[config.mk]
export PLATFORM = sky130hd
export DESIGN_NAME = id_ex_stage_flat
export DESIGN_NICKNAME = d
export VERILOG_FILES = /design/src/rtl/riscv_pipe_pkg.sv /design/src/rtl/id_ex_stage_if.sv /design/src/rtl/fwd_unit.sv /design/src/rtl/id_ex_stage.sv /design/src/flat_wrapper.sv
export SDC_FILE = /design/constraint.sdc
export NUM_CORES = 1
export LEC_CHECK = 0
export ABC_AREA = 1
export CAP_MARGIN = 20
export CORE_AREA = 2 2 146 148
export CTS_CLUSTER_SIZE = 8
export DETAILED_ROUTE_END_ITERATION = 10
export DIE_AREA = 0 0 148 150
export PLACE_DENSITY_LB_ADDON = 0.12
export SKIP_LAST_GASP = 1
export SYNTH_ARGS = -nofsm -noshare
export SYNTH_HDL_FRONTEND = slang
export SYNTH_SLANG_ARGS = --single-unit
[constraint.sdc]
create_clock -name clk -period 2.1 [get_ports clk]
set_clock_uncertainty 0.2 [all_clocks]
set_input_delay 0.315 -clock clk [delete_from_list [all_inputs] [get_ports clk]]
set_output_delay 0.315 -clock clk [all_outputs]
set_load 0.01 [all_outputs]
[src/rtl/riscv_pipe_pkg.sv]
`default_nettype none
// ============================================================================
// Module : riscv_pipe_pkg
// Brief  : Shared types for the ID/EX pipeline register and its bypass logic.
// Rev    : 1.0  initial release
// ============================================================================
package riscv_pipe_pkg;

    localparam int PIPE_XLEN = 32;
    localparam int PIPE_RAW  = 5;

    // Mirrors the ALU function codes of Riscv_defs.svh used by this stage.
    localparam logic [4:0] ALUAdd = 5'd0;
    localparam logic [4:0] ALUNoP = 5'd31;

    typedef enum logic [1:0] {
        FWD_REG = 2'd0,
        FWD_MEM = 2'd1,
        FWD_WB  = 2'd2
    } fwd_sel_e;

    typedef struct packed {
        logic                 valid;
        logic [PIPE_XLEN-1:0] pc;
        logic [PIPE_RAW-1:0]  rs1_addr;
        logic [PIPE_RAW-1:0]  rs2_addr;
        logic [PIPE_XLEN-1:0] rs1_data;
        logic [PIPE_XLEN-1:0] rs2_data;
        logic [PIPE_XLEN-1:0] imm;
        logic [PIPE_RAW-1:0]  rd_addr;
        logic [4:0]           alu_sel;
        logic                 src1_pc;
        logic                 src2_imm;
        logic                 reg_write;
        logic                 mem_read;
        logic                 mem_write;
    } id_ex_t;

    localparam id_ex_t BUBBLE = '{
        valid:     1'b0,
        pc:        '0,
        rs1_addr:  '0,
        rs2_addr:  '0,
        rs1_data:  '0,
        rs2_data:  '0,
        imm:       '0,
        rd_addr:   '0,
        alu_sel:   ALUNoP,
        src1_pc:   1'b0,
        src2_imm:  1'b0,
        reg_write: 1'b0,
        mem_read:  1'b0,
        mem_write: 1'b0
    };

endpackage
`default_nettype wire

[src/rtl/id_ex_stage_if.sv]
`default_nettype none
// ============================================================================
// Module : id_ex_stage_if
// Brief  : ID-side handshake, MEM/WB bypass buses and EX-side outputs.
// Rev    : 1.0  initial release
// ============================================================================
interface id_ex_stage_if #(
    parameter int XLEN = 32,
    parameter int RAW  = 5
);
    logic            id_valid;
    logic            id_ready;
    logic [XLEN-1:0] id_pc;
    logic [RAW-1:0]  id_rs1_addr;
    logic [RAW-1:0]  id_rs2_addr;
    logic [XLEN-1:0] id_rs1_data;
    logic [XLEN-1:0] id_rs2_data;
    logic [XLEN-1:0] id_imm;
    logic [RAW-1:0]  id_rd_addr;
    logic [4:0]      id_alu_sel;
    logic            id_src1_pc;
    logic            id_src2_imm;
    logic            id_reg_write;
    logic            id_mem_read;
    logic            id_mem_write;
    logic            flush;
    logic            ex_ready;
    logic            mem_valid;
    logic            mem_reg_write;
    logic [RAW-1:0]  mem_rd_addr;
    logic [XLEN-1:0] mem_result;
    logic            wb_valid;
    logic            wb_reg_write;
    logic [RAW-1:0]  wb_rd_addr;
    logic [XLEN-1:0] wb_result;
    logic            ex_valid;
    logic [XLEN-1:0] ex_alu_a;
    logic [XLEN-1:0] ex_alu_b;
    logic [4:0]      ex_alu_sel;
    logic [XLEN-1:0] ex_store_data;
    logic [XLEN-1:0] ex_pc;
    logic [RAW-1:0]  ex_rd_addr;
    logic            ex_reg_write;
    logic            ex_mem_read;
    logic            ex_mem_write;

    modport master (
        output id_valid, id_pc, id_rs1_addr, id_rs2_addr, id_rs1_data, id_rs2_data,
               id_imm, id_rd_addr, id_alu_sel, id_src1_pc, id_src2_imm,
               id_reg_write, id_mem_read, id_mem_write, flush, ex_ready,
               mem_valid, mem_reg_write, mem_rd_addr, mem_result,
               wb_valid, wb_reg_write, wb_rd_addr, wb_result,
        input  id_ready, ex_valid, ex_alu_a, ex_alu_b, ex_alu_sel, ex_store_data,
               ex_pc, ex_rd_addr, ex_reg_write, ex_mem_read, ex_mem_write
    );

    modport slave (
        input  id_valid, id_pc, id_rs1_addr, id_rs2_addr, id_rs1_data, id_rs2_data,
               id_imm, id_rd_addr, id_alu_sel, id_src1_pc, id_src2_imm,
               id_reg_write, id_mem_read, id_mem_write, flush, ex_ready,
               mem_valid, mem_reg_write, mem_rd_addr, mem_result,
               wb_valid, wb_reg_write, wb_rd_addr, wb_result,
        output id_ready, ex_valid, ex_alu_a, ex_alu_b, ex_alu_sel, ex_store_data,
               ex_pc, ex_rd_addr, ex_reg_write, ex_mem_read, ex_mem_write
    );

endinterface
`default_nettype wire

[src/rtl/fwd_unit.sv]
`default_nettype none
// ============================================================================
// Module : fwd_unit
// Brief  : Operand bypass selection and ID-side hazard compare.
//          ID_EX_FORWARD_EN selects bypassing with a load-use stall; without it
//          ID stalls on any in-flight EX/MEM producer.
// Rev    : 1.0  initial release
// ============================================================================
module fwd_unit
    import riscv_pipe_pkg::*;
#(
    parameter int RAW = PIPE_RAW
) (
    input  logic           ex_valid_i,
    input  logic           ex_reg_write_i,
    input  logic           ex_mem_read_i,
    input  logic [RAW-1:0] ex_rd_addr_i,
    input  logic [RAW-1:0] ex_rs1_addr_i,
    input  logic [RAW-1:0] ex_rs2_addr_i,
    input  logic [RAW-1:0] id_rs1_addr_i,
    input  logic [RAW-1:0] id_rs2_addr_i,
    input  logic           mem_valid_i,
    input  logic           mem_reg_write_i,
    input  logic [RAW-1:0] mem_rd_addr_i,
    input  logic           wb_valid_i,
    input  logic           wb_reg_write_i,
    input  logic [RAW-1:0] wb_rd_addr_i,
    output fwd_sel_e       rs1_sel_o,
    output fwd_sel_e       rs2_sel_o,
    output logic           stall_o
);

    // x0 is hard-wired, so a producer targeting it never matches.
    function automatic logic hits(input logic [RAW-1:0] rd, input logic [RAW-1:0] rs);
        return (rd != '0) && (rd == rs);
    endfunction

    logic w_mem_live;
    assign w_mem_live = mem_valid_i && mem_reg_write_i;

`ifdef ID_EX_FORWARD_EN
    logic w_wb_live;
    assign w_wb_live = wb_valid_i && wb_reg_write_i;

    function automatic fwd_sel_e pick(input logic [RAW-1:0] rs,
                                      input logic           mem_live,
                                      input logic [RAW-1:0] mem_rd,
                                      input logic           wb_live,
                                      input logic [RAW-1:0] wb_rd);
        if (mem_live && hits(mem_rd, rs)) begin
            return FWD_MEM;
        end
        if (wb_live && hits(wb_rd, rs)) begin
            return FWD_WB;
        end
        return FWD_REG;
    endfunction

    assign rs1_sel_o = pick(ex_rs1_addr_i, w_mem_live, mem_rd_addr_i, w_wb_live, wb_rd_addr_i);
    assign rs2_sel_o = pick(ex_rs2_addr_i, w_mem_live, mem_rd_addr_i, w_wb_live, wb_rd_addr_i);

    // Only a load in EX cannot be bypassed in time.
    assign stall_o = ex_valid_i && ex_mem_read_i &&
                     (hits(ex_rd_addr_i, id_rs1_addr_i) || hits(ex_rd_addr_i, id_rs2_addr_i));

    logic w_unused;
    assign w_unused = ex_reg_write_i;
`else
    logic w_ex_hit;
    logic w_mem_hit;

    assign rs1_sel_o = FWD_REG;
    assign rs2_sel_o = FWD_REG;

    // WB is covered by register-file write-through, so only EX and MEM block.
    assign w_ex_hit  = ex_valid_i && ex_reg_write_i &&
                       (hits(ex_rd_addr_i, id_rs1_addr_i) || hits(ex_rd_addr_i, id_rs2_addr_i));
    assign w_mem_hit = w_mem_live &&
                       (hits(mem_rd_addr_i, id_rs1_addr_i) || hits(mem_rd_addr_i, id_rs2_addr_i));
    assign stall_o   = w_ex_hit || w_mem_hit;

    logic w_unused;
    assign w_unused = ^{ex_mem_read_i, ex_rs1_addr_i, ex_rs2_addr_i,
                        wb_valid_i, wb_reg_write_i, wb_rd_addr_i};
`endif

endmodule
`default_nettype wire

[src/rtl/id_ex_stage.sv]
`default_nettype none
// ============================================================================
// Module : id_ex_stage
// Brief  : ID/EX pipeline register presenting forwarded ALU operands to EX,
//          with load-use/hazard stall, hold and flush. Bypass network enabled
//          by ID_EX_FORWARD_EN.
// Rev    : 1.0  initial release
// ============================================================================
module id_ex_stage
    import riscv_pipe_pkg::*;
#(
    parameter int XLEN = PIPE_XLEN,
    parameter int RAW  = PIPE_RAW
) (
    input  logic          clk,
    input  logic          rst,
    id_ex_stage_if.slave  bus
);

    id_ex_t          ex_q;
    id_ex_t          ex_d;
    id_ex_t          w_id_fields;
    fwd_sel_e        w_rs1_sel;
    fwd_sel_e        w_rs2_sel;
    logic            w_hazard;
    logic [XLEN-1:0] w_fwd_rs1;
    logic [XLEN-1:0] w_fwd_rs2;

    fwd_unit #(
        .RAW (RAW)
    ) u_fwd_unit (
        .ex_valid_i      (ex_q.valid),
        .ex_reg_write_i  (ex_q.reg_write),
        .ex_mem_read_i   (ex_q.mem_read),
        .ex_rd_addr_i    (ex_q.rd_addr),
        .ex_rs1_addr_i   (ex_q.rs1_addr),
        .ex_rs2_addr_i   (ex_q.rs2_addr),
        .id_rs1_addr_i   (bus.id_rs1_addr),
        .id_rs2_addr_i   (bus.id_rs2_addr),
        .mem_valid_i     (bus.mem_valid),
        .mem_reg_write_i (bus.mem_reg_write),
        .mem_rd_addr_i   (bus.mem_rd_addr),
        .wb_valid_i      (bus.wb_valid),
        .wb_reg_write_i  (bus.wb_reg_write),
        .wb_rd_addr_i    (bus.wb_rd_addr),
        .rs1_sel_o       (w_rs1_sel),
        .rs2_sel_o       (w_rs2_sel),
        .stall_o         (w_hazard)
    );

`ifdef ID_EX_FORWARD_EN
    always_comb begin
        case (w_rs1_sel)
            FWD_MEM: w_fwd_rs1 = bus.mem_result;
            FWD_WB:  w_fwd_rs1 = bus.wb_result;
            default: w_fwd_rs1 = ex_q.rs1_data;
        endcase
        case (w_rs2_sel)
            FWD_MEM: w_fwd_rs2 = bus.mem_result;
            FWD_WB:  w_fwd_rs2 = bus.wb_result;
            default: w_fwd_rs2 = ex_q.rs2_data;
        endcase
    end
`else
    assign w_fwd_rs1 = ex_q.rs1_data;
    assign w_fwd_rs2 = ex_q.rs2_data;

    logic w_unused;
    assign w_unused = ^{bus.mem_result, bus.wb_result, w_rs1_sel, w_rs2_sel};
`endif

    always_comb begin
        w_id_fields           = BUBBLE;
        w_id_fields.valid     = 1'b1;
        w_id_fields.pc        = bus.id_pc;
        w_id_fields.rs1_addr  = bus.id_rs1_addr;
        w_id_fields.rs2_addr  = bus.id_rs2_addr;
        w_id_fields.rs1_data  = bus.id_rs1_data;
        w_id_fields.rs2_data  = bus.id_rs2_data;
        w_id_fields.imm       = bus.id_imm;
        w_id_fields.rd_addr   = bus.id_rd_addr;
        w_id_fields.alu_sel   = bus.id_alu_sel;
        w_id_fields.src1_pc   = bus.id_src1_pc;
        w_id_fields.src2_imm  = bus.id_src2_imm;
        w_id_fields.reg_write = bus.id_reg_write;
        w_id_fields.mem_read  = bus.id_mem_read;
        w_id_fields.mem_write = bus.id_mem_write;
    end

    // A flush always frees ID: the offered instruction is on the wrong path.
    assign bus.id_ready = bus.flush || (bus.ex_ready && !w_hazard);

    always_comb begin
        ex_d = ex_q;
        if (bus.flush) begin
            ex_d = BUBBLE;
        end else if (!bus.ex_ready) begin
`ifdef ID_EX_FORWARD_EN
            // Capture bypass values now; the producer may retire before release.
            ex_d.rs1_data = w_fwd_rs1;
            ex_d.rs2_data = w_fwd_rs2;
`endif
        end else if (w_hazard || !bus.id_valid) begin
            ex_d = BUBBLE;
        end else begin
            ex_d = w_id_fields;
        end
    end

    always_ff @(posedge clk) begin
        if (rst) begin
            ex_q <= BUBBLE;
        end else begin
            ex_q <= ex_d;
        end
    end

    assign bus.ex_valid      = ex_q.valid;
    assign bus.ex_alu_a      = ex_q.src1_pc  ? ex_q.pc  : w_fwd_rs1;
    assign bus.ex_alu_b      = ex_q.src2_imm ? ex_q.imm : w_fwd_rs2;
    assign bus.ex_alu_sel    = ex_q.alu_sel;
    assign bus.ex_store_data = w_fwd_rs2;
    assign bus.ex_pc         = ex_q.pc;
    assign bus.ex_rd_addr    = ex_q.rd_addr;
    assign bus.ex_reg_write  = ex_q.reg_write;
    assign bus.ex_mem_read   = ex_q.mem_read;
    assign bus.ex_mem_write  = ex_q.mem_write;

endmodule
`default_nettype wire

[src/flat_wrapper.sv]
// flat-port wrapper written by rule: the top's interface ports become plain ports
module id_ex_stage_flat import riscv_pipe_pkg::*;
#(
    parameter int XLEN = PIPE_XLEN,
    parameter int RAW  = PIPE_RAW
)
  (clk, rst, bus_id_valid, bus_id_pc, bus_id_rs1_addr, bus_id_rs2_addr, bus_id_rs1_data, bus_id_rs2_data, bus_id_imm, bus_id_rd_addr, bus_id_alu_sel, bus_id_src1_pc, bus_id_src2_imm, bus_id_reg_write, bus_id_mem_read, bus_id_mem_write, bus_flush, bus_ex_ready, bus_mem_valid, bus_mem_reg_write, bus_mem_rd_addr, bus_mem_result, bus_wb_valid, bus_wb_reg_write, bus_wb_rd_addr, bus_wb_result, bus_id_ready, bus_ex_valid, bus_ex_alu_a, bus_ex_alu_b, bus_ex_alu_sel, bus_ex_store_data, bus_ex_pc, bus_ex_rd_addr, bus_ex_reg_write, bus_ex_mem_read, bus_ex_mem_write);
  id_ex_stage_if #(.XLEN(XLEN), .RAW(RAW)) bus_i ();
  input  logic clk;
  input  logic rst;
  input wire logic [$bits(bus_i.id_valid)-1:0] bus_id_valid;
  input wire logic [$bits(bus_i.id_pc)-1:0] bus_id_pc;
  input wire logic [$bits(bus_i.id_rs1_addr)-1:0] bus_id_rs1_addr;
  input wire logic [$bits(bus_i.id_rs2_addr)-1:0] bus_id_rs2_addr;
  input wire logic [$bits(bus_i.id_rs1_data)-1:0] bus_id_rs1_data;
  input wire logic [$bits(bus_i.id_rs2_data)-1:0] bus_id_rs2_data;
  input wire logic [$bits(bus_i.id_imm)-1:0] bus_id_imm;
  input wire logic [$bits(bus_i.id_rd_addr)-1:0] bus_id_rd_addr;
  input wire logic [$bits(bus_i.id_alu_sel)-1:0] bus_id_alu_sel;
  input wire logic [$bits(bus_i.id_src1_pc)-1:0] bus_id_src1_pc;
  input wire logic [$bits(bus_i.id_src2_imm)-1:0] bus_id_src2_imm;
  input wire logic [$bits(bus_i.id_reg_write)-1:0] bus_id_reg_write;
  input wire logic [$bits(bus_i.id_mem_read)-1:0] bus_id_mem_read;
  input wire logic [$bits(bus_i.id_mem_write)-1:0] bus_id_mem_write;
  input wire logic [$bits(bus_i.flush)-1:0] bus_flush;
  input wire logic [$bits(bus_i.ex_ready)-1:0] bus_ex_ready;
  input wire logic [$bits(bus_i.mem_valid)-1:0] bus_mem_valid;
  input wire logic [$bits(bus_i.mem_reg_write)-1:0] bus_mem_reg_write;
  input wire logic [$bits(bus_i.mem_rd_addr)-1:0] bus_mem_rd_addr;
  input wire logic [$bits(bus_i.mem_result)-1:0] bus_mem_result;
  input wire logic [$bits(bus_i.wb_valid)-1:0] bus_wb_valid;
  input wire logic [$bits(bus_i.wb_reg_write)-1:0] bus_wb_reg_write;
  input wire logic [$bits(bus_i.wb_rd_addr)-1:0] bus_wb_rd_addr;
  input wire logic [$bits(bus_i.wb_result)-1:0] bus_wb_result;
  output wire logic [$bits(bus_i.id_ready)-1:0] bus_id_ready;
  output wire logic [$bits(bus_i.ex_valid)-1:0] bus_ex_valid;
  output wire logic [$bits(bus_i.ex_alu_a)-1:0] bus_ex_alu_a;
  output wire logic [$bits(bus_i.ex_alu_b)-1:0] bus_ex_alu_b;
  output wire logic [$bits(bus_i.ex_alu_sel)-1:0] bus_ex_alu_sel;
  output wire logic [$bits(bus_i.ex_store_data)-1:0] bus_ex_store_data;
  output wire logic [$bits(bus_i.ex_pc)-1:0] bus_ex_pc;
  output wire logic [$bits(bus_i.ex_rd_addr)-1:0] bus_ex_rd_addr;
  output wire logic [$bits(bus_i.ex_reg_write)-1:0] bus_ex_reg_write;
  output wire logic [$bits(bus_i.ex_mem_read)-1:0] bus_ex_mem_read;
  output wire logic [$bits(bus_i.ex_mem_write)-1:0] bus_ex_mem_write;
  assign bus_i.id_valid = bus_id_valid;
  assign bus_i.id_pc = bus_id_pc;
  assign bus_i.id_rs1_addr = bus_id_rs1_addr;
  assign bus_i.id_rs2_addr = bus_id_rs2_addr;
  assign bus_i.id_rs1_data = bus_id_rs1_data;
  assign bus_i.id_rs2_data = bus_id_rs2_data;
  assign bus_i.id_imm = bus_id_imm;
  assign bus_i.id_rd_addr = bus_id_rd_addr;
  assign bus_i.id_alu_sel = bus_id_alu_sel;
  assign bus_i.id_src1_pc = bus_id_src1_pc;
  assign bus_i.id_src2_imm = bus_id_src2_imm;
  assign bus_i.id_reg_write = bus_id_reg_write;
  assign bus_i.id_mem_read = bus_id_mem_read;
  assign bus_i.id_mem_write = bus_id_mem_write;
  assign bus_i.flush = bus_flush;
  assign bus_i.ex_ready = bus_ex_ready;
  assign bus_i.mem_valid = bus_mem_valid;
  assign bus_i.mem_reg_write = bus_mem_reg_write;
  assign bus_i.mem_rd_addr = bus_mem_rd_addr;
  assign bus_i.mem_result = bus_mem_result;
  assign bus_i.wb_valid = bus_wb_valid;
  assign bus_i.wb_reg_write = bus_wb_reg_write;
  assign bus_i.wb_rd_addr = bus_wb_rd_addr;
  assign bus_i.wb_result = bus_wb_result;
  assign bus_id_ready = bus_i.id_ready;
  assign bus_ex_valid = bus_i.ex_valid;
  assign bus_ex_alu_a = bus_i.ex_alu_a;
  assign bus_ex_alu_b = bus_i.ex_alu_b;
  assign bus_ex_alu_sel = bus_i.ex_alu_sel;
  assign bus_ex_store_data = bus_i.ex_store_data;
  assign bus_ex_pc = bus_i.ex_pc;
  assign bus_ex_rd_addr = bus_i.ex_rd_addr;
  assign bus_ex_reg_write = bus_i.ex_reg_write;
  assign bus_ex_mem_read = bus_i.ex_mem_read;
  assign bus_ex_mem_write = bus_i.ex_mem_write;
  id_ex_stage #(.XLEN(XLEN), .RAW(RAW)) u_core (.clk(clk), .rst(rst), .bus(bus_i));
endmodule
==> impl_results.md, run 1 <==
* Initial antenna violation count at 1
* DR top layer: met4
* Power Dens Cells at 634 mW/mm²
* Pin count of the biggest net entering global routing at 88
* All-Layer GR Usage at 21.3%
* Synthesized net count at 1131
* Worst setup EP type: primary output
* H-tree levels at 4
* Slowest cell delay on critical path at 0.46 ns
* Mapped cell area at 0.00719 mm²
* Horiz. Die Dim at 148 µm
* Area share of the largest cell type after synthesis at 40.1%
* Gpl congestion at 0.776
* Core Area at 0.0207 mm²
* Worst Path Buf+Inv at 2
* Status: finished, violations left
* Reg-to-reg critical path endpoint: u_core.bus.ex_alu_sel[4]$_SDFFE_PP1P_
* FMAX at 0.457 GHz
* WP data required at 1.58 ns
* Sequential-to-total area share from yosys stat at 40.1%
* Worst VDD drop at 0.000511 V
* Critical Path End: bus_id_ready
* Instance count on the critical path at 8
* DRC violations left at 0
* Period utilization at 104%
* Total CTS buffers at 17
* Met3 wire len at 1.78 mm
* Netlist cell types at 20
* Nets@finish at 1369
* Share of cells above drive strength 1 at 22.2%
* Top Ports at 379
* Met1 WL at 11.1 mm
* Area grow syn2layout at 53.7%
* Syn Inst Count at 895
* Hold_buf cts at 0
* CP Cell Sequence: clkdlybuf4s50_1 > xor2_1 > nor2_1 > nand3_1 > nand2_1 > nand2_4 > a31o_4 > buf_6
* Hold Vio Cnt, Final at 0
* Die area at 0.0222 mm²
* #FFs+latches synth at 144
* Vias in the first global route at 6703
* Pre-Repair DR Iteration Count at 5
* Kind of critical path: in2out
* Crit-path slowest cell: clkdlybuf4s50_1
* Ys Warns at 0
* R2R Setup Slk at 0.12 ns
* Commonest non-fill, non-tap cell in the layout: clkdlybuf4s50_1
* First-pass GRT wire length at 37.6 mm
* Via/cell ratio at 5.03
* Hold Crit Class: reg2reg
* ANT nets after route at 0
* WL per Instance at 18.1 µm
* DR WL met2 at 12.7 mm
* Site Rows at 53
* CTS clk-pin slew, worst paths at 0.06 ns
* Starting Density at 34.7%
* HP Start: u_core.ex_q[18]$_SDFFE_PP0P_
* Critical Path Start: bus_mem_rd_addr[3]
* GRT overflow at 0
* Clk Latency, worst-skew pair at 0.42 ns
* Setup violations, final at 13
* Overall Power at 7.00 mW
* Final setup margin at -0.0886 ns
* Max-Cap Viols at 0
* Final Util at 53.4%
* IO buf count at 307
* Post-synth top area cell: dfxtp_1
* Setup_tns at -0.430 ns
* Leading cell types by total area after synthesis: dfxtp_1, nand4_1, mux2_2
* RSZ-0062 raised after global routing: yes
* Lkg Pwr at 4.28 nW
* Final min period at 2.19 ns
* Reg2reg path depth at 11
* Root cell of the clock tree: clkbuf_16
* Avg Cell Area, Syn at 8.03 µm²
* CP top delay family: buffers and inverters
* Max-slew violations at 0
* Slew at the pin closest to its max-slew limit at 0.281 ns
* Worst-path fanout max at 3
* Initial DRC count at 378
* Clock buffer depth at 2
* Slew HR at 81.2%
* Die height at 150 µm
* CTS tree: yes
* Routed wire length at 25.8 mm
* Critical path startpoint category: input pin
* Sink Count at 144
* Failing checks: negative setup slack
* Dpl hpwl at 15.5 mm
* CP Data Arrival Time at 1.67 ns
* RR Startpoint: u_core.bus.ex_rd_addr[4]$_SDFFE_PP0P_
* Via Count at 7145
* Commonest cells after routing, fill and taps aside: clkdlybuf4s50_1, nand2_1, nand4_1
sequential cells by signal, indices dropped and copies added (netlist names), 5 cells and up:
register and count:
u_core.bus.ex_store_data 32, u_core.ex_q 34, u_core.bus.ex_rd_addr 5, u_core.bus.ex_pc 32, u_core.bus.ex_alu_sel 5, u_core.w_fwd_rs1 32
cell type report:
| cell class | count | area [µm²] |
|---|---|---|
| timing repair buffer | 376 | 3760 |
| sequential | 144 | 2910 |
| clock buffer | 18 | 439 |
| inverter | 26 | 108 |
| antenna | 2 | 5.00 |
| multi-input combinational | 568 | 3300 |
| tap | 275 | 344 |
| clock inverter | 12 | 183 |
| fill | 2046 | 9650 |
how the worst min path moves through the flow:
stage | to | slack, ns | cells past startpoint
4_1_cts | u_core.bus.ex_rd_addr[0]$_SDFFE_PP0P_ | 0.26 | 3
3_5_place_dp | u_core.w_fwd_rs1[2]$_SDFFE_PP0P_ | 0.25 | 2
3_3_place_gp | u_core.ex_q[35]$_SDFFE_PP0P_ | 0.25 | 2
5_1_grt | u_core.w_fwd_rs1[19]$_SDFFE_PP0P_ | 0.27 | 3
6_report | u_core.ex_q[18]$_SDFFE_PP0P_ | 0.26 | 2
2_1_floorplan | u_core.ex_q[28]$_SDFFE_PP0P_ | 0.24 | 2
through the flow:
step           cells  hold slack [ns]  setup slack [ns]  cell area (µm²)
2_1_floorplan    895            0.241             0.315             7190
4_1_cts         1399            0.259            -0.104            10800
5_1_grt         1420            0.270            -0.162            11000
3_5_place_dp    1361            0.255            -0.613            10100
6_report        1421            0.262           -0.0886            11000
3_3_place_gp    1361            0.250            -0.609            10100
worst min-delay path: stages, from the launching register on:
cell	delay, ns
dfxtp_1	0.31
nand2_1	0.06
a21oi_1	0.05
Yosys cell counts:
cell type,count
a21oi_1,139
a31o_2,1
buf_1,11
buf_2,26
buf_4,79
buf_6,7
clkbuf_1,34
dfxtp_1,144
inv_1,21
inv_2,5
mux2_2,64
nand2_1,183
nand2_4,2
nand3_1,9
nand4_1,143
nor2_1,11
nor3_1,2
or2_2,5
xnor2_1,4
xor2_1,5
power breakdown:
part	leakage [nW]	internal, mW	switching [mW]	total [mW]
clock	0.307	2.02	1.22	3.24
sequential	1.17	2.78	0.0390	2.82
combinational	2.80	0.543	0.393	0.936
kinds of logic (layout without fill, tap and decap cells):
| family | count (synthesis) | after routing | synth area share (%) |
|---|---|---|---|
| AND/OR/NAND/NOR | 355 | 355 | 24.1 |
| XOR/XNOR | 9 | 9 | 1.10 |
| buffers and inverters | 183 | 432 | 14.9 |
| flip-flops | 144 | 144 | 40.1 |
| multiplexers | 64 | 64 | 10.0 |
| AO/OA/AOI/OAI | 140 | 140 | 9.80 |
| other | 0 | 2 | 0 |
timing repair:
action / in CTS / in global routing
buffers inserted: 4 / 14
gates cloned: 4 / 7
pin swaps: 8 / 6
gates resized for setup: 177 / 123
setup endpoints to repair: 166 / 203
routing by layer:
layer	global-route usage, %	up-vias
met5	0	-
li1	-	3528
met1	27.0	3380
met4	5.52	0
met3	6.13	13
met2	35.8	224
Power figures use the tool's default switching activity.
==> run 2: changes to the inputs <==
--- a/config.mk
+++ b/config.mk
@@ -8,10 +8,11 @@
 export ABC_AREA = 1
 export CAP_MARGIN = 20
 export CORE_AREA = 2 2 146 148
-export CTS_CLUSTER_SIZE = 8
+export CTS_CLUSTER_SIZE = 20
 export DETAILED_ROUTE_END_ITERATION = 10
 export DIE_AREA = 0 0 148 150
 export PLACE_DENSITY_LB_ADDON = 0.12
+export REMOVE_ABC_BUFFERS = 1
 export SKIP_LAST_GASP = 1
 export SYNTH_ARGS = -nofsm -noshare
 export SYNTH_HDL_FRONTEND = slang
==> run 2 against run 1 <==
Compared with the run above:
- the run still ends with negative setup slack left
- fmax decreased by 0.63%
- clock-buffer cell count increased by 1
- register-to-register slack got worse by 0.04 ns
- utilization increased by 0.52 points
- cell count decreased by 0.77%
- clock power increased by 5%
- power increased by 2.1%
- setup slack got worse by 0.014 ns
==> impl_results.md, run 2 (synthesis gave the netlist of run 1 again) <==
* Status: finished, violations left
* Failing checks: negative setup slack
* Max reg flops at 34
* Met3 wire len at 1.67 mm
* Worst-path fanout max at 3
* Die area at 0.0222 mm²
* CTS clk-pin slew, worst paths at 0.06 ns
* Slowest cell delay on critical path at 0.45 ns
* Slew at the pin closest to its max-slew limit at 0.630 ns
* Die height at 150 µm
* H-tree levels at 4
* HP Start: u_core.ex_q[26]$_SDFFE_PP0P_
* Nets@finish at 1358
* Setup violations, final at 9
* Met1 WL at 11.1 mm
* Total CTS buffers at 17
* DR top layer: met4
* Hold Vio Cnt, Final at 0
* Sink Count at 144
* Pre-Repair DR Iteration Count at 4
* WHS Path Cells at 2
* Max-slew violations at 0
* Initial antenna violation count at 1
* Final setup margin at -0.102 ns
* Crit-path slowest cell: clkdlybuf4s50_1
* Starting Density at 34.7%
* Commonest cells after routing, fill and taps aside: clkdlybuf4s50_1, nand2_1, nand4_1
* FMAX at 0.454 GHz
* First-pass GRT wire length at 37.4 mm
* Clk Latency, worst-skew pair at 0.41 ns
* Max-Cap Viols at 0
* Final min period at 2.20 ns
* All-Layer GR Usage at 21.0%
* WP data required at 1.58 ns
* DR WL met2 at 12.1 mm
* CP Cell Sequence: clkdlybuf4s50_1 > xor2_1 > nor2_1 > nand3_1 > nand2_2 > nand2_4 > a31o_4 > buf_6
* Hold_buf cts at 0
* Share of cells above drive strength 1 at 21.4%
* IO buf count at 307
* Vias in the first global route at 6743
* Horiz. Die Dim at 148 µm
* Initial DRC count at 413
* Gpl congestion at 0.812
* Worst VDD drop at 0.000475 V
* Area grow syn2layout at 55.2%
* R2R Setup Slk at 0.08 ns
* Reg-to-reg critical path endpoint: u_core.bus.ex_pc[10]$_SDFFE_PP0P_
* Pin count of the biggest net entering global routing at 83
* Diode count at 0
* Via Count at 7054
* Hold Crit Class: reg2reg
* Root cell of the clock tree: clkbuf_16
* Top Ports at 379
* Lkg Pwr at 4.35 nW
* Worst setup EP type: primary output
* DRC violations left at 0
* Routed wire length at 25.4 mm
* Placed cells at 1350
* Period utilization at 105%
* Commonest non-fill, non-tap cell in the layout: clkdlybuf4s50_1
* Dpl hpwl at 15.1 mm
* WL per Instance at 18.0 µm
* RSZ-0062 raised after global routing: yes
* Power Dens Cells at 641 mW/mm²
* CTS tree: yes
* Kind of critical path: in2out
* Site Rows at 53
* GRT overflow at 0
* Reg2reg path depth at 8
* RR Startpoint: u_core.bus.ex_rd_addr[2]$_SDFFE_PP0P_
* ANT nets after route at 0
* Slew HR at 58.0%
* Critical path startpoint category: input pin
* Layout Cells excl Fill at 1410
* Largest Register: u_core.ex_q
* Clock buffer depth at 2
* Worst hold endpoint: u_core.ex_q[26]$_SDFFE_PP0P_
* CP Data Arrival Time at 1.69 ns
* Min Hold Slack at 0.263 ns
* Via/cell ratio at 5.00
* Core Area at 0.0207 mm²
## run 2: changes by cell type in the layout (fill, tap and decap cells not counted), sizes merged, moves of 2 or more
cell	before	now
dlygate4sd2	12	0
clkbuf	60	33
buf	91	104
dlymetal6s2s	0	13
clkinv	5	3
clkdlybuf4s15	1	5
diode	2	0
## run 2: worst max path at each step
stage | start | end
global placement | bus_id_rs1_addr[0] | bus_id_ready
detailed placement | bus_id_rs2_addr[1] | bus_id_ready
finish | bus_id_rs2_addr[4] | bus_id_ready
global route | u_core.bus.ex_rd_addr[1]$_SDFFE_PP0P_ | bus_id_ready
CTS | bus_mem_rd_addr[1] | bus_id_ready
floorplan | rst | u_core.bus.ex_mem_read$_SDFFE_PP0P_
## run 2: where the power goes
group / internal, mW / leakage (nW) / switching [mW]
registers: 2.78 / 1.17 / 0.0376
logic: 0.542 / 2.86 / 0.392
clock network: 2.14 / 0.318 / 1.25
## run 2: per-stage QoR
stage               utilization (%)  total power [mW]  setup slack (ns)  TNS [ns]  area (µm²)
detailed placement             48.3              3.78            -0.606    -45.44        9990
CTS                            52.3              7.21            -0.197     -3.26       10800
global placement               48.3              3.78            -0.618    -40.98        9990
finish                         53.9              7.15            -0.102    -0.486       11200
floorplan                         -              3.20            -0.716   -100.00        6220
global route                   53.9              7.44            -0.180     -6.47       11200
## run 2: cell type report
cell class	count	area, µm²
Sequential cell	144	2900
Multi-Input combinational cell	568	3330
Inverter	26	105
Tap cell	275	344
Clock buffer	19	433
Fill cell	1976	9540
Timing Repair Buffer	365	3810
Clock inverter	13	226
## run 2: critical path, delay by kind of cell
| family | cells | cell delay, ns |
|---|---|---|
| buffers and inverters | 2 | 0.57 |
| and+or+nand+nor | 4 | 0.38 |
| AOI/OAI and AO/OA | 1 | 0.22 |
| xor gates and xnor gates | 1 | 0.17 |
## run 2: layer usage
layer	vias to the layer above	track usage [%]
li1	3494	-
met4	0	6.86
met5	-	0
met1	3317	27.8
met2	217	33.3
met3	26	5.85
## run 2: what timing repair did
item	4_1_cts	5_1_grt
setup endpoints to repair	65	178
gates resized for setup	244	107
pin swaps	0	9
hold endpoints to repair	0	0
setup buffers	20	3
cloned	5	4
==> run 3: changes to the inputs <==
--- a/config.mk
+++ b/config.mk
@@ -7,10 +7,11 @@
 export LEC_CHECK = 0
 export ABC_AREA = 1
 export CAP_MARGIN = 20
-export CORE_AREA = 2 2 146 148
+export CORE_ASPECT_RATIO = 0.5
+export CORE_MARGIN = 1.5
+export CORE_UTILIZATION = 40
 export CTS_CLUSTER_SIZE = 20
 export DETAILED_ROUTE_END_ITERATION = 10
-export DIE_AREA = 0 0 148 150
 export PLACE_DENSITY_LB_ADDON = 0.12
 export REMOVE_ABC_BUFFERS = 1
 export SKIP_LAST_GASP = 1
==> run 3 against run 2 <==
Compared with the run above:
- the run still ends with negative setup slack left
- fmax shrank 0.64%
- clock-buffer cell count is the same
- critical path depth shrank 1
- die area shrank 15%
- largest cell class unchanged
- critical path type is now reg2out
- first-iteration DRC count grew 3.1%
- register-to-register slack gained 0.04 ns
- sequential cell count is the same
- sequential power is essentially flat
- cell area shrank 2.0%
- cell count shrank 2.4%
- global-route usage grew 3.6 points
- setup slack lost 0.014 ns
==> impl_results.md, run 3 (synthesis gave the netlist of run 1 again) <==
* Status: finished, violations left
* Failing checks: negative setup slack
* Initial antenna violation count at 0
* Max-slew violations at 0
* Slew HR at 80.0%
* Worst VDD drop at 0.000627 V
* Gpl congestion at 0.785
* Core Area at 0.0175 mm²
* Final min period at 2.22 ns
* WP data required at 1.58 ns
* Lkg Pwr at 4.26 nW
* CP Data Arrival Time at 1.70 ns
* Critical path startpoint category: flip-flop
* Period utilization at 106%
* Die area at 0.0188 mm²
* Max-Cap Viols at 0
* ANT nets after route at 0
* Power Dens Cells at 640 mW/mm²
* Hold Vio Cnt, Final at 0
* Final instance area at 0.0109 mm²
* DRC violations left at 0
* Worst setup EP type: primary output
* Area post-placement at 0.0101 mm²
* Hold_buf cts at 0
* Clock buffer depth at 2
* Worst hold endpoint: u_core.ex_q[38]$_SDFFE_PP0P_
* All-Layer GR Usage at 24.6%
* Via Count at 7296
* Max reg flops at 34
* R2R Setup Slk at 0.12 ns
* CTS clk-pin slew, worst paths at 0.06 ns
* Commonest cells after routing, fill and taps aside: clkdlybuf4s50_1, nand2_1, nand4_1
* WHS Path Cells at 2
* Overall Power at 7.00 mW
* Dpl hpwl at 15.4 mm
* Total CTS buffers at 17
* HP Start: u_core.ex_q[38]$_SDFFE_PP0P_
* Via/cell ratio at 5.30
* First-pass GRT wire length at 36.5 mm
* Setup violations, final at 15
* WL per Instance at 18.2 µm
* Kind of critical path: reg2out
* GRT overflow at 0
* CTS tree: yes
* Diode count at 0
* Reg-to-reg critical path endpoint: u_core.ex_q[21]$_SDFFE_PP0P_
* RSZ-0062 raised after global routing: yes
* Share of cells above drive strength 1 at 21.7%
* Clk Latency, worst-skew pair at 0.42 ns
* Largest Register: u_core.ex_q
* Footprint of the multi-input gates at 0.00328 mm²
* FMAX at 0.451 GHz
* Final setup margin at -0.117 ns
* Sink Count at 144
* Initial DRC count at 426
* Final Util at 62.5%
* Vias in the first global route at 6852
* Root cell of the clock tree: clkbuf_16
* Hold Crit Class: reg2reg
* Routed wire length at 25.1 mm
* IO buf count at 307
* Pre-Repair DR Iteration Count at 4
* Starting Density at 41.1%
* Slew at the pin closest to its max-slew limit at 0.300 ns
* Site Rows at 34
* Die height at 97.8 µm
* Area grow syn2layout at 52.1%
* H-tree levels at 4
* Horiz. Die Dim at 193 µm
* RR Startpoint: u_core.bus.ex_rd_addr[4]$_SDFFE_PP0P_
* Sequential cell area at 0.00290 mm²
* Top Ports at 379
* Layout fillers at 1553
* Commonest non-fill, non-tap cell in the layout: clkdlybuf4s50_1
* Nets@finish at 1365
* Worst-path fanout max at 5
* Reg2reg path depth at 10
* Pin count of the biggest net entering global routing at 109
-- run 3: changes by cell type in the layout (fill, tap and decap cells not counted), sizes merged, moves of 3 or more --
cell,previous run,this run
buf,104,99
clkbuf,33,50
clkdlybuf4s15,5,0
dlygate4sd2,0,15
dlymetal6s2s,13,0
inv,30,27
-- run 3: where the power goes --
part | switching (mW) | total, mW | internal (mW)
registers | 0.0393 | 2.82 | 2.78
clock network | 1.25 | 3.24 | 1.99
logic | 0.393 | 0.937 | 0.544
total | 1.68 | 7.00 | 5.32
-- run 3: repair_timing --
item,4_1_cts,5_1_grt
setup endpoints to repair,66,160
gates cloned,5,5
buffers inserted,3,13
resized for setup,210,82
pin swaps,8,0
-- run 3: worst max-delay path: stages, from the launching register on --
cell     delay (ns)
dfxtp_4        0.36
buf_4          0.13
xnor2_1        0.14
nand3_1        0.11
nand2_2        0.10
nand2_4        0.05
a31o_4         0.25
buf_6          0.13
-- run 3: final cells by class --
type                       instances  area share [%]
multi-input combinational        568            30.0
sequential                       144            26.6
tap                              234            2.68
timing repair buffer             372            34.2
clock buffer                      19            3.96
clock inverter                    13            1.72
inverter                          26           0.961
-- run 3: worst max-delay path by stage --
stage | startpoint | endpoint | slack, ns | depth (start not counted)
finish | u_core.bus.ex_rd_addr[4]$_SDFFE_PP0P_ | bus_id_ready | -0.12 | 7
global route | u_core.bus.ex_rd_addr[4]$_SDFFE_PP0P_ | bus_id_ready | -0.19 | 9
CTS | u_core.bus.ex_rd_addr[1]$_SDFFE_PP0P_ | bus_id_ready | -0.1 | 9
detailed placement | bus_mem_rd_addr[0] | bus_id_ready | -0.63 | 10
global placement | bus_id_rs1_addr[0] | bus_id_ready | -0.60 | 10
floorplan | rst | u_core.bus.ex_mem_read$_SDFFE_PP0P_ | -0.72 | 3
-- run 3: metrics by stage --
| step | cells | worst slack (ns) | hold WS (ns) | TNS, ns |
|---|---|---|---|---|
| CTS | 1358 | -0.0997 | 0.262 | -2.23 |
| floorplan | 738 | -0.716 | 0.242 | -100.00 |
| global route | 1376 | -0.187 | 0.272 | -1.48 |
| finish | 1376 | -0.117 | 0.263 | -0.644 |
| global placement | 1319 | -0.595 | 0.248 | -46.00 |
| detailed placement | 1319 | -0.628 | 0.253 | -53.95 |
-- run 3: layer usage --
layer	part of all wire [%]	vias up	GRT usage (%)
met5	0	-	0
met4	2.2	0	9.30
met3	6.6	36	5.10
met2	47	266	39.7
met1	44	3484	32.5
li1	-	3510	-
